## config.mk

```make
export PLATFORM = sky130hd
export DESIGN_NAME = ext_pipe
export DESIGN_NICKNAME = d
export VERILOG_FILES = /design/src/rtl/ext_pipe.sv
export SDC_FILE = /design/constraint.sdc
export NUM_CORES = 1
export LEC_CHECK = 0
export CAP_MARGIN = 30
export CELL_PAD_IN_SITES_DETAIL_PLACEMENT = 1
export CELL_PAD_IN_SITES_GLOBAL_PLACEMENT = 1
export CORE_MARGIN = 5
export CORE_UTILIZATION = 38
export CTS_CLUSTER_SIZE = 16
export DETAILED_ROUTE_END_ITERATION = 8
export GPL_ROUTABILITY_DRIVEN = 0
export PLACE_DENSITY = 0.87
export SLEW_MARGIN = 20
export SYNTH_ARGS = -nofsm -noshare
export SYNTH_HDL_FRONTEND = slang
export SYNTH_SLANG_ARGS = --single-unit
```

## constraint.sdc

```tcl
create_clock -name clk -period 2.45 [get_ports clk]
set_clock_uncertainty 0.15 [all_clocks]
set_input_delay 0.735 -clock clk [delete_from_list [all_inputs] [get_ports clk]]
set_output_delay 0.735 -clock clk [all_outputs]
set_load 0.05 [all_outputs]
```

## src/rtl/ext_pipe.sv

```systemverilog
// Registered, flow-controlled immediate extender with output + skid buffering (1-cycle latency).
// Optional illegal-mode tracking (out_ill / sticky err) is enabled by defining EXT_ILL_TRAP_EN.
module ext_pipe #(
  parameter int IMM_W  = 16,
  parameter int DATA_W = 32,
  parameter int SHAMT  = 2,
  parameter int TAG_W  = 32
) (
  input  logic              clk,
  input  logic              reset,
  input  logic              flush,
  input  logic              in_valid,
  output logic              in_ready,
  input  logic [IMM_W-1:0]  in_imm,
  input  logic [2:0]        in_eop,
  input  logic [TAG_W-1:0]  in_tag,
  output logic              out_valid,
  input  logic              out_ready,
  output logic [DATA_W-1:0] out_data,
  output logic [TAG_W-1:0]  out_tag,
  output logic              out_ill,
  output logic              err
);

  localparam int PAD_W = DATA_W - IMM_W;

  typedef enum logic [1:0] {
    EMPTY = 2'b00,
    ONE   = 2'b10,
    FULL  = 2'b11
  } state_t;

  // ---------------------------------------------------------------
  // Extension candidates, one per legal mode, built bit by bit
  // ---------------------------------------------------------------
  logic [DATA_W-1:0] sext_data;
  logic [DATA_W-1:0] zext_data;
  logic [DATA_W-1:0] high_data;
  logic [DATA_W-1:0] branch_data;
  logic [DATA_W-1:0] byte_data;
  logic [DATA_W-1:0] ext_data;
  logic              ext_ill;

  generate
    for (genvar gi = 0; gi < DATA_W; gi++) begin : g_ext_bits
      if (gi < IMM_W) begin : g_low
        assign sext_data[gi] = in_imm[gi];
        assign zext_data[gi] = in_imm[gi];
      end else begin : g_high
        assign sext_data[gi] = in_imm[IMM_W-1];
        assign zext_data[gi] = 1'b0;
      end

      if (gi >= PAD_W) begin : g_hi_imm
        assign high_data[gi] = in_imm[gi-PAD_W];
      end else begin : g_hi_pad
        assign high_data[gi] = 1'b0;
      end

      // Bits of the sign-extended value pushed past DATA_W-1 simply fall off.
      if (gi >= SHAMT) begin : g_br_shift
        assign branch_data[gi] = sext_data[gi-SHAMT];
      end else begin : g_br_zero
        assign branch_data[gi] = 1'b0;
      end

      if (gi < 8) begin : g_byte_low
        assign byte_data[gi] = in_imm[gi];
      end else begin : g_byte_sign
        assign byte_data[gi] = in_imm[7];
      end
    end
  endgenerate

  always_comb begin
    ext_data = '0;
    ext_ill  = 1'b0;
    case (in_eop)
      3'b000:  ext_data = sext_data;
      3'b001:  ext_data = zext_data;
      3'b010:  ext_data = high_data;
      3'b011:  ext_data = branch_data;
      3'b100:  ext_data = byte_data;
      default: ext_ill  = 1'b1;
    endcase
  end

  // ---------------------------------------------------------------
  // Two-entry buffer: OUT drives the outputs, SKID absorbs one beat of backpressure
  // ---------------------------------------------------------------
  state_t            state_reg;
  logic              in_ready_reg;
  logic [DATA_W-1:0] out_data_reg;
  logic [TAG_W-1:0]  out_tag_reg;
  logic [DATA_W-1:0] skid_data_reg;
  logic [TAG_W-1:0]  skid_tag_reg;
`ifdef EXT_ILL_TRAP_EN
  logic              out_ill_reg;
  logic              skid_ill_reg;
  logic              err_reg;
`endif

  logic in_xfer;
  logic out_xfer;

  assign out_valid = (state_reg != EMPTY);
  assign in_ready  = in_ready_reg;
  assign in_xfer   = in_valid & in_ready_reg;
  assign out_xfer  = out_valid & out_ready;

  always_ff @(posedge clk) begin
    if (reset) begin
      state_reg     <= EMPTY;
      in_ready_reg  <= 1'b0;
      out_data_reg  <= '0;
      out_tag_reg   <= '0;
      skid_data_reg <= '0;
      skid_tag_reg  <= '0;
`ifdef EXT_ILL_TRAP_EN
      out_ill_reg   <= 1'b0;
      skid_ill_reg  <= 1'b0;
      err_reg       <= 1'b0;
`endif
    end else begin
      in_ready_reg <= 1'b1;
`ifdef EXT_ILL_TRAP_EN
      // A beat leaving in a flush cycle still counts as delivered.
      if (out_xfer && out_ill_reg) begin
        err_reg <= 1'b1;
      end
`endif
      if (flush) begin
        state_reg <= EMPTY;
      end else begin
        case (state_reg)
          EMPTY: begin
            if (in_xfer) begin
              out_data_reg <= ext_data;
              out_tag_reg  <= in_tag;
`ifdef EXT_ILL_TRAP_EN
              out_ill_reg  <= ext_ill;
`endif
              state_reg    <= ONE;
            end
          end
          ONE: begin
            if (in_xfer && out_xfer) begin
              out_data_reg <= ext_data;
              out_tag_reg  <= in_tag;
`ifdef EXT_ILL_TRAP_EN
              out_ill_reg  <= ext_ill;
`endif
            end else if (in_xfer) begin
              skid_data_reg <= ext_data;
              skid_tag_reg  <= in_tag;
`ifdef EXT_ILL_TRAP_EN
              skid_ill_reg  <= ext_ill;
`endif
              state_reg     <= FULL;
              in_ready_reg  <= 1'b0;
            end else if (out_xfer) begin
              state_reg <= EMPTY;
            end
          end
          FULL: begin
            if (out_xfer) begin
              out_data_reg <= skid_data_reg;
              out_tag_reg  <= skid_tag_reg;
`ifdef EXT_ILL_TRAP_EN
              out_ill_reg  <= skid_ill_reg;
`endif
              state_reg    <= ONE;
            end else begin
              in_ready_reg <= 1'b0;
            end
          end
          default: state_reg <= EMPTY;
        endcase
      end
    end
  end

  assign out_data = out_data_reg;
  assign out_tag  = out_tag_reg;

`ifdef EXT_ILL_TRAP_EN
  assign out_ill = out_ill_reg;
  assign err     = err_reg;
`else
  // Illegal modes still yield zero data; nothing is tracked.
  assign out_ill = 1'b0;
  assign err     = 1'b0;
  logic unused_ill;
  assign unused_ill = ext_ill;
`endif

endmodule
```

Word-level counts from Yosys, hierarchy flattened
Index checks and enable logic that the tools add are counted.
{"block": "classes", "n_eq_ne": 11, "muxes": 20, "n_bitwise": 4, "n_reduce_logical": 9}
{"operator": "32-bit two-way mux", "n": 6}
{"operator": "32-bit case mux with 3 select lines", "n": 2}
{"operator": "32-bit case mux with 5 select lines", "n": 1}
{"operator": "2-bit two-way mux", "n": 5}
{"operator": "2-bit inequality test (second input constant)", "n": 4}
{"operator": "4-bit AND reduction", "n": 2}
{"operator": "3-bit by 2-bit == test with 1-bit output (second input constant)", "n": 2}
{"operator": "2-bit case mux with 3 select lines", "n": 1}
{"operator": "5-bit AND reduction", "n": 1}
{"operator": "2-bit == test (second input constant)", "n": 2}
{"operator": "1-bit two-way mux", "n": 4}
{"operator": "3-bit by 1-bit == test with 1-bit output (second input constant)", "n": 1}
{"operator": "3-bit == test (second input constant)", "n": 1}
{"operator": "3-bit logical NOT", "n": 1}
{"operator": "3-bit inequality test (second input constant)", "n": 1}
{"operator": "3-bit nonzero test", "n": 1}
{"operator": "1-bit AND", "n": 2}
{"operator": "2-bit logical NOT", "n": 1}
{"operator": "1-bit NOT", "n": 2}
{"operator": "1-bit case mux with 2 select lines", "n": 1}
{"operator": "2-bit nonzero test", "n": 1}
{"operator": "2-bit OR reduction", "n": 1}
{"operator": "1-bit logical AND", "n": 1}
{"block": "totals", "regBits": 131, "inputBits": 56}

Longest topological paths before layout
Gate-level depths: netlist of the first run.
{"block": "depth", "word_depth": 6, "mapped_depth": 9, "mapped_depth_nobuf": 6}

Worst setup path before layout of the first run
No wires, ideal clock.
{"block": "synth_timing", "path_type": "register to register", "from": "reg in_ready_reg (netlist: in_ready)", "to": "reg skid_data_reg[17]", "setup_ns": 0.134, "arrival_ns": 1.966, "t_required_ns": 2.166, "slack_ns": 0.200, "path_stages_with_launch": 7, "synth_period_minus_slack_ns": 2.250, "path_cell_list": "dfxtp_1 > nand2_1 > or4b_1 > clkbuf_1 > a211oi_4 > buf_4 > a211oi_1"}
{"block": "synth_between", "elab_chain_cells": 4}
{"element": "start, declared", "line_no": "92", "text": "logic in_ready_reg;"}
{"element": "start signal, assigned", "line_no": "114", "text": "in_ready_reg <= 1'b0;"}
{"element": "start signal, assigned", "line_no": "125", "text": "in_ready_reg <= 1'b1;"}
{"element": "start signal, assigned", "line_no": "160", "text": "in_ready_reg <= 1'b0;"}
{"element": "1-bit AND *", "line_no": "108", "text": "assign in_xfer = in_valid & in_ready_reg;"}
{"element": "1-bit logical AND", "line_no": "147", "text": "if (in_xfer && out_xfer) begin"}
{"element": "1-bit NOT (no line)"}
{"element": "4-bit AND reduction (no line) *"}
{"element": "end signal, assigned", "line_no": "154", "text": "skid_data_reg <= ext_data;"}
{"element": "end, declared", "line_no": "95", "text": "logic [DATA_W-1:0] skid_data_reg;"}
Mark *: on every way between the ends. The rest lies on a longest branch, timed or not.
A chain may end at the register's enable or synchronous reset.

Worst setup path in the final report of the first run
{"block": "layout_timing", "from": "in in_valid", "to": "reg skid_data_reg[18]"}
{"block": "layout_between", "elab_chain_cells": 4}
{"element": "start, declared", "line_no": "12", "text": "input logic in_valid,"}
{"element": "1-bit AND *", "line_no": "108"}
{"element": "1-bit logical AND", "line_no": "147"}
{"element": "1-bit NOT (no line)"}
{"element": "4-bit AND reduction (no line) *"}
Marks and branches as above.

==> qor.csv, run 1 <==
stage,metric,value,unit
clocking,path_clk_slew,60,ps
power_and_ir_drop,ir_drop,0.5017,mV
synthesis,syn_avg_cell_area,8.720,µm²
sta,slew_headroom,54.15,%
clocking,cts.sink_count,131,
worst_setup_path,regToRegStartpoint,state_reg[1],
global_routing,met2_usage,40.86,%
worst_setup_path,max_stage_delay,540,ps
floorplanning,die_height,134.6,µm
detailed_routing,wl_per_cell,22.16,µm
sta,slew_viol_final,0,
sta,min_period,2500,ps
global_routing,grt_use_met3,5.812,%
clocking,ctsLongestPathBuffers,2,
worst_setup_path,worstSetupEndpointType,register,
synthesis,yosysWarnings,0,
final_layout,drive_gt1_share,18.13,%
place,post-place-ws,-581.1,ps
worst_setup_path,worstPathCellList,clkdlybuf4s50_1 -> nand2_1 -> buf_4 -> nor4b_2 -> buf_4 -> buf_12 -> nor2_1 -> a211oi_1,
global_routing,grt_pass1_wl,34340,µm
run_status,status,"complete, but fails checks",
worst_setup_path,worst-path-buf-inv,4,
final_layout,synthToLayoutAreaGrowth,42.31,%
worst_setup_path,worstPathRequired,2590,ps
worst_setup_path,critPathArrivalTime,2640,ps
worst_setup_path,r2r_slack,160,ps
global_routing,grt_usage,23.65,%
global_routing,grtUsageMet1,27.63,%
place,numPortBuffers,121,
detailed_routing,viasPerCell,5.996,
place,hpwl,14860,µm
floorplanning,boundaryPins,124,
floorplanning,start_util,38.83,%
run,maxCapViolCount,0,
clocking,clk_latency,420,ps
floorplanning,die_w,134.6,µm
synthesis,syn_area,5903,µm²
floorplanning,core.rowCount,45,
synthesis,ys_ff_latch,131,
detailed_routing,final_antenna_net_count,0,
worst_setup_path,cpMostUsedCell,buf_4,
global_routing,grt_pass1_vias,6507,
worst_setup_path,cp.depth,8,
sta,clock.fmax,400.0,MHz
worst_setup_path,worstSetupPathType,input pin to register,
final_layout,finalNetCount,893,
detailed_routing,first_iter_violations,478,
global_routing,grt_max_degree,65,
global_routing,gr-max-usage-layer,met2,
run_status,violations,setup timing,
worst_setup_path,endpoint,skid_data_reg[18],
power_and_ir_drop,power.leakage,3.242,nW
synthesis,syn_inst,677,
detailed_routing,drc,0,
place,dp_cells,994,
worst_setup_path,critical_path.max_fanout,16,
detailed_routing,first_pass_iters,5,
floorplanning,die-area,18130,µm²
global_routing,overflow,0,
worst_setup_path,crit_slowest_cell,clkdlybuf4s50_1,
global_routing,antenna_found_initial,0,
synthesis,synthFlopType,dfxtp_1,
worst_setup_path,startpoint,in_valid,
synthesis,ys_seq_area_share,44.43,%
sta,worstMarginPinSlew,687.8,ps
final_layout,diodes,0,
final_layout,fin_cells,1032,
worst_setup_path,crit_family,buffers and inverters,
clocking,cts_tree,yes,
detailed_routing,vias,6188,
synthesis,synth_cell_types,53,
floorplanning,core_area,15200,µm²
sta,finalSetupTns,-49.82,ps
clocking,cts_root_buf,clkbuf_16,
worst_setup_path,crit_path_start_kind,input pin,
synthesis,synth-edff-count,0,
detailed_routing,drt_wl_total,22860,µm
sta,hold_violations,0,
power_and_ir_drop,power-per-cell-area,732.5,nW/µm²
worst_setup_path,worstReg2RegEnd,out_data[5],
sta,fin_crit_sh,102.0,%
sta,layout_setup_ws,-49.82,ps
synthesis,synthArstFlopShare,0,%
worst_setup_path,r2r_cells,9,
power_and_ir_drop,finalPower,0.006153,W
clocking,htreeDepth,4,
clocking,cts_buffers,17,
sta,setup_viol,1,
hold_path,hp-class,register to register,
[cell type report]
type	instances	area, µm²
clock buffer	18	439.2
clock inverter	14	175.2
fill	1745	6802
inverter	6	22.52
multi-input combinational	475	3035
sequential	131	2623
tap	188	235.2
timing repair buffer	200	1871
[synthesized netlist by cell type, types with 4 or more instances]
master	n	share of area (%)
nand3_1	8	0.68
a22o_1	23	3.4
a311o_1	4	0.68
nand2_1	101	6.4
o2111ai_1	6	0.89
nor3_1	14	1.2
mux2i_1	32	5.4
nor2_1	35	2.2
inv_1	6	0.38
o21ai_0	9	0.76
buf_2	21	1.8
a221o_1	7	1.2
dfxtp_1	131	44
buf_4	5	0.64
nand2b_1	7	0.74
a211oi_1	54	6.9
a221oi_1	6	0.89
clkbuf_1	38	2.4
ha_1	6	1.3
nor2b_1	7	0.74
a22oi_1	13	1.7
a21oi_1	89	7.5
a21o_1	5	0.64
and3_1	7	0.74
[layout by cell type, fill, tap and decap left out, types with 19 or more instances in the layout]
master,Yosys,routed
a211oi_1,54,54
a21oi_1,89,89
a22o_1,23,23
buf_4,5,85
clkbuf_16,0,19
clkdlybuf4s50_1,0,53
dfxtp_1,131,131
dlygate4sd2_1,0,44
mux2i_1,32,32
nand2_1,101,101
nor2_1,35,34
[cell families (layout without fill, tap and decap cells)]
logic type / Yosys count / count (layout) / share of synthesized area (%)
AOI/OAI and AO/OA: 237 / 237 / 28.02
adders and majority gates: 6 / 6 / 1.272
buffers and inverters: 72 / 238 / 5.341
DFF: 131 / 131 / 44.43
muxes: 35 / 35 / 5.998
other: 1 / 2 / 0.06353
and+or+nand+nor: 195 / 195 / 14.88
[per-stage QoR]
stage	utilization, %	instance area, µm²	hold slack (ps)
6_report	55.26	8401	310.6
3_3_place_gp	50.59	7691	291.1
4_1_cts	54.38	8267	312.4
3_5_place_dp	50.59	7691	299.7
5_1_grt	55.26	8401	334.6
2_1_floorplan	-	5907	286.0
[how the worst min path moves through the flow]
stage	slack, ps	end	cells past startpoint	startpoint
floorplan	290	skid_tag_reg[0]	2	skid_tag_reg[0]
global placement	290	skid_tag_reg[19]	2	skid_tag_reg[19]
detailed placement	300	skid_tag_reg[2]	2	skid_tag_reg[2]
CTS	310	skid_tag_reg[13]	2	skid_tag_reg[13]
global route	330	skid_tag_reg[24]	2	skid_tag_reg[24]
finish	310	skid_tag_reg[25]	2	skid_tag_reg[25]
[what timing repair did]
action | in CTS | in global routing
cloned | 0 | 3
endpoints found under the setup margin | 93 | 51
setup buffers | 0 | 3
hold buffers | 0 | 0
pin swaps | 1 | 5
resized for setup | 48 | 11
[worst min-delay path: cells and delay by family (launching register included)]
kind | cells | cell delay [ps]
AO/OA/AOI/OAI | 1 | 50
AND/OR/NAND/NOR | 1 | 50
flip-flops | 1 | 310
[where the power goes]
part / switching (W) / internal, W / total [W]
logic: 0.000765 / 0.000444 / 0.00121
registers: 0.0000555 / 0.00222 / 0.00228
clock network: 0.00103 / 0.00164 / 0.00267
total: 0.00185 / 0.00431 / 0.00615
[layer usage]
layer	part of all wire (%)	wire, µm
met1	39	8934
met2	52	11790
met5	0	0
met4	3.0	689
met3	6.3	1451
Power figures use the tool's default switching activity.
==> run 2: changes to the inputs <==
==> config.mk (replaced) <==
export PLATFORM = sky130hd
export DESIGN_NAME = ext_pipe
export DESIGN_NICKNAME = d
export VERILOG_FILES = /design/src/rtl/ext_pipe.sv
export SDC_FILE = /design/constraint.sdc
export NUM_CORES = 1
export LEC_CHECK = 0
export CAP_MARGIN = 30
export CELL_PAD_IN_SITES_DETAIL_PLACEMENT = 2
export CELL_PAD_IN_SITES_GLOBAL_PLACEMENT = 2
export CORE_MARGIN = 5
export CORE_UTILIZATION = 30
export CTS_CLUSTER_SIZE = 16
export DETAILED_ROUTE_END_ITERATION = 8
export GPL_ROUTABILITY_DRIVEN = 0
export PLACE_DENSITY = 0.86
export REMOVE_ABC_BUFFERS = 1
export SLEW_MARGIN = 20
export SYNTH_ARGS = -nofsm -noshare
export SYNTH_HDL_FRONTEND = slang
export SYNTH_SLANG_ARGS = --single-unit
==> run 2 against run 1 <==
The flow now finishes without violations. Clock-buffer cell count unchanged. Global-route usage decreased by 2.5 points. Sequential cell count unchanged. Sequential power about the same. Utilization decreased by 11 points. Critical path depth decreased by 2. First-iteration DRC count decreased by 41%. Register-to-register slack got worse by 80 ps. Routed wire length increased by 7.2%. Largest power group unchanged. Highest routed layer unchanged.
==> qor.csv, run 2 (same netlist as run 1, synthesis figures left out) <==
stage,metric,value,unit,change
clocking,clk_latency,420,ps,about the same
sta,slew_headroom,61.09,%,+6.9 points
detailed_routing,first_pass_iters,4,,-1
floorplanning,boundaryPins,124,,unchanged
run,maxCapViolCount,0,,unchanged
hold_path,min_to,skid_tag_reg[31],,
final_layout,finalNetCount,896,,+0.34%
worst_setup_path,cpMostUsedCell,buf_4,,
global_routing,grt_usage,21.19,%,-2.5 points
detailed_routing,drt_wl_total,24510,µm,+7.2%
global_routing,grt_pass1_wl,37610,µm,+9.5%
hold_path,min_from,skid_tag_reg[31],,
worst_setup_path,worst-path-buf-inv,3,,-1
floorplanning,die-area,22580,µm²,+25%
sta,worstMarginPinSlew,583.0,ps,-104.8 ps
clocking,cts_tree,yes,,
worst_setup_path,crit_slowest_cell,a311o_1,,
worst_setup_path,worstPathCellList,buf_4 -> ha_4 -> buf_4 -> inv_1 -> a311o_1 -> a22o_1,,
clocking,cts_root_buf,clkbuf_16,,
power_and_ir_drop,ir_drop,0.4761,mV,-5.1%
place,hpwl,16700,µm,+12%
worst_setup_path,r2r_cells,6,,-3
worst_setup_path,crit_path_start_kind,register,,
clocking,cts_buffers,17,,unchanged
place,dp_cells,1071,,+7.7%
detailed_routing,final_antenna_net_count,0,,unchanged
worst_setup_path,critical_path.max_fanout,19,,+3
detailed_routing,first_iter_violations,284,,-41%
final_layout,synthToLayoutAreaGrowth,45.59,%,
final_layout,layout_common_cells,"dfxtp_1 (131), nand2_1 (101), a21oi_1 (88)",,
worst_setup_path,worstSetupPathType,register to register,,
clocking,path_clk_slew,60,ps,about the same
final_layout,drive_gt1_share,18.56,%,+0.43 points
clocking,cts.sink_count,131,,unchanged
detailed_routing,vias,5983,,-3.3%
sta,hold_violations,0,,unchanged
worst_setup_path,r2r_slack,80,ps,-80 ps
final_layout,diodes,0,,unchanged
floorplanning,core_area,19400,µm²,+28%
sta,finalSetupTns,0,ps,+49.82 ps
hold_path,hp-class,register to register,,
worst_setup_path,worstSetupEndpointType,register,,
sta,slew_viol_final,0,,unchanged
global_routing,grt_pass1_vias,6818,,+4.8%
detailed_routing,wl_per_cell,22.06,µm,-0.42%
global_routing,grt_max_degree,51,,-22%
sta,min_period,2372,ps,-128.1 ps
final_layout,final_common_cell,dfxtp_1,,
clocking,htreeDepth,4,,unchanged
detailed_routing,viasPerCell,5.385,,-10%
worst_setup_path,critPathArrivalTime,2530,ps,-110 ps
power_and_ir_drop,power-per-cell-area,725.6,nW/µm²,-0.94%
place,numPortBuffers,121,,unchanged
floorplanning,core.rowCount,51,,+13%
worst_setup_path,max_stage_delay,450,ps,-90 ps
power_and_ir_drop,power.leakage,3.293,nW,+1.6%
clocking,ctsLongestPathBuffers,2,,unchanged
final_layout,fillCellCount,2124,,+22%
floorplanning,die_w,150.3,µm,+12%
sta,setup_viol,0,,-1
sta,fin_crit_sh,96.80,%,-5.2 points
global_routing,overflow,0,,unchanged
final_layout,fin_cells,1111,,+7.7%
worst_setup_path,regToRegStartpoint,state_reg[1],,
floorplanning,die_height,150.3,µm,+12%
global_routing,antenna_found_initial,0,,unchanged
floorplanning,start_util,30.43,%,-8.4 points
worst_setup_path,crit_family,buffers and inverters,,
hold_path,whs_path_depth,2,,unchanged
place,post-place-ws,-605.5,ps,-24.40 ps
detailed_routing,drc,0,,unchanged
worst_setup_path,worstReg2RegEnd,out_data[10],,
run_status,status,finished clean,,
clocking,cts_hold_buf,0,,unchanged
sta,layout_setup_ws,78.29,ps,+128.1 ps
worst_setup_path,worstPathRequired,2610,ps,+20 ps
sta,clock.fmax,421.6,MHz,+5.4%
[run 2: cell types whose count changed in the layout (fill, tap and decap cells not counted), moves of 2 or more]
| cell | delta |
|---|---|
| buf_6 | +2 |
| buf_4 | -2 |
| inv_6 | -4 |
| buf_12 | +6 |
[run 2: how the worst max path moves through the flow]
stage / slack [ps] / to / cells past startpoint / from
2_1_floorplan: -4220 / skid_data_reg[9] / 3 / in_ready
3_3_place_gp: -490 / skid_data_reg[7] / 6 / out_ready
3_5_place_dp: -610 / out_data[21] / 7 / out_ready
4_1_cts: 20 / out_data[23] / 7 / in_valid
5_1_grt: -9 / out_data[3] / 9 / state_reg[1]
6_report: 80 / out_data[10] / 6 / state_reg[1]
[run 2: stage by stage]
| step | hold WS [ps] | power (W) | area, µm² | util [%] |
|---|---|---|---|---|
| after floorplan | 280.0 | 0.002922 | 5614 | - |
| after global placement | 291.1 | 0.003476 | 7863 | 40.53 |
| after detailed placement | 302.6 | 0.003533 | 7863 | 40.53 |
| after CTS | 312.6 | 0.006227 | 8451 | 43.56 |
| after global routing | 331.3 | 0.006460 | 8594 | 44.30 |
| final | 310.0 | 0.006237 | 8594 | 44.30 |
[run 2: what timing repair did]
item	CTS	global route
setup buffers	1	3
resized for setup	46	9
cloned	0	5
pin swaps	2	17
endpoints found under the setup margin	165	59
[run 2: final cells by class]
class | instances | area [µm²] | share of cell area, %
clock buffers | 18 | 439.2 | 5.110
clock inverters | 13 | 183.9 | 2.140
inverters | 6 | 22.52 | 0.2620
multi-input cells | 475 | 3030 | 35.26
flip-flops and latches | 131 | 2623 | 30.51
well taps | 265 | 331.6 | 3.858
repair buffers | 203 | 1964 | 22.86
[run 2: power by group]
group | internal, W | switching (W) | total [W] | leakage [nW]
logic | 0.000463 | 0.000780 | 0.00124 | 1.93
registers | 0.00222 | 0.0000569 | 0.00228 | 1.06
clock network | 0.00172 | 0.000992 | 0.00271 | 0.298
total | 0.00441 | 0.00183 | 0.00624 | 3.29
[run 2: per-layer routing]
layer  vias to the layer above  track usage, %  wire, µm
li1                       2784               -         -
met2                       146           39.27     13190
met5                         -               0         0
met3                        32           4.485      1125
met1                      3021           24.36      9786
met4                         0           6.176       410
[run 2: worst reg2reg max path, stage by stage, from the launching register on]
cell	delay, ps
dfxtp_1	350
buf_4	160
ha_4	300
buf_4	330
inv_1	330
a311o_1	450
a22o_1	190
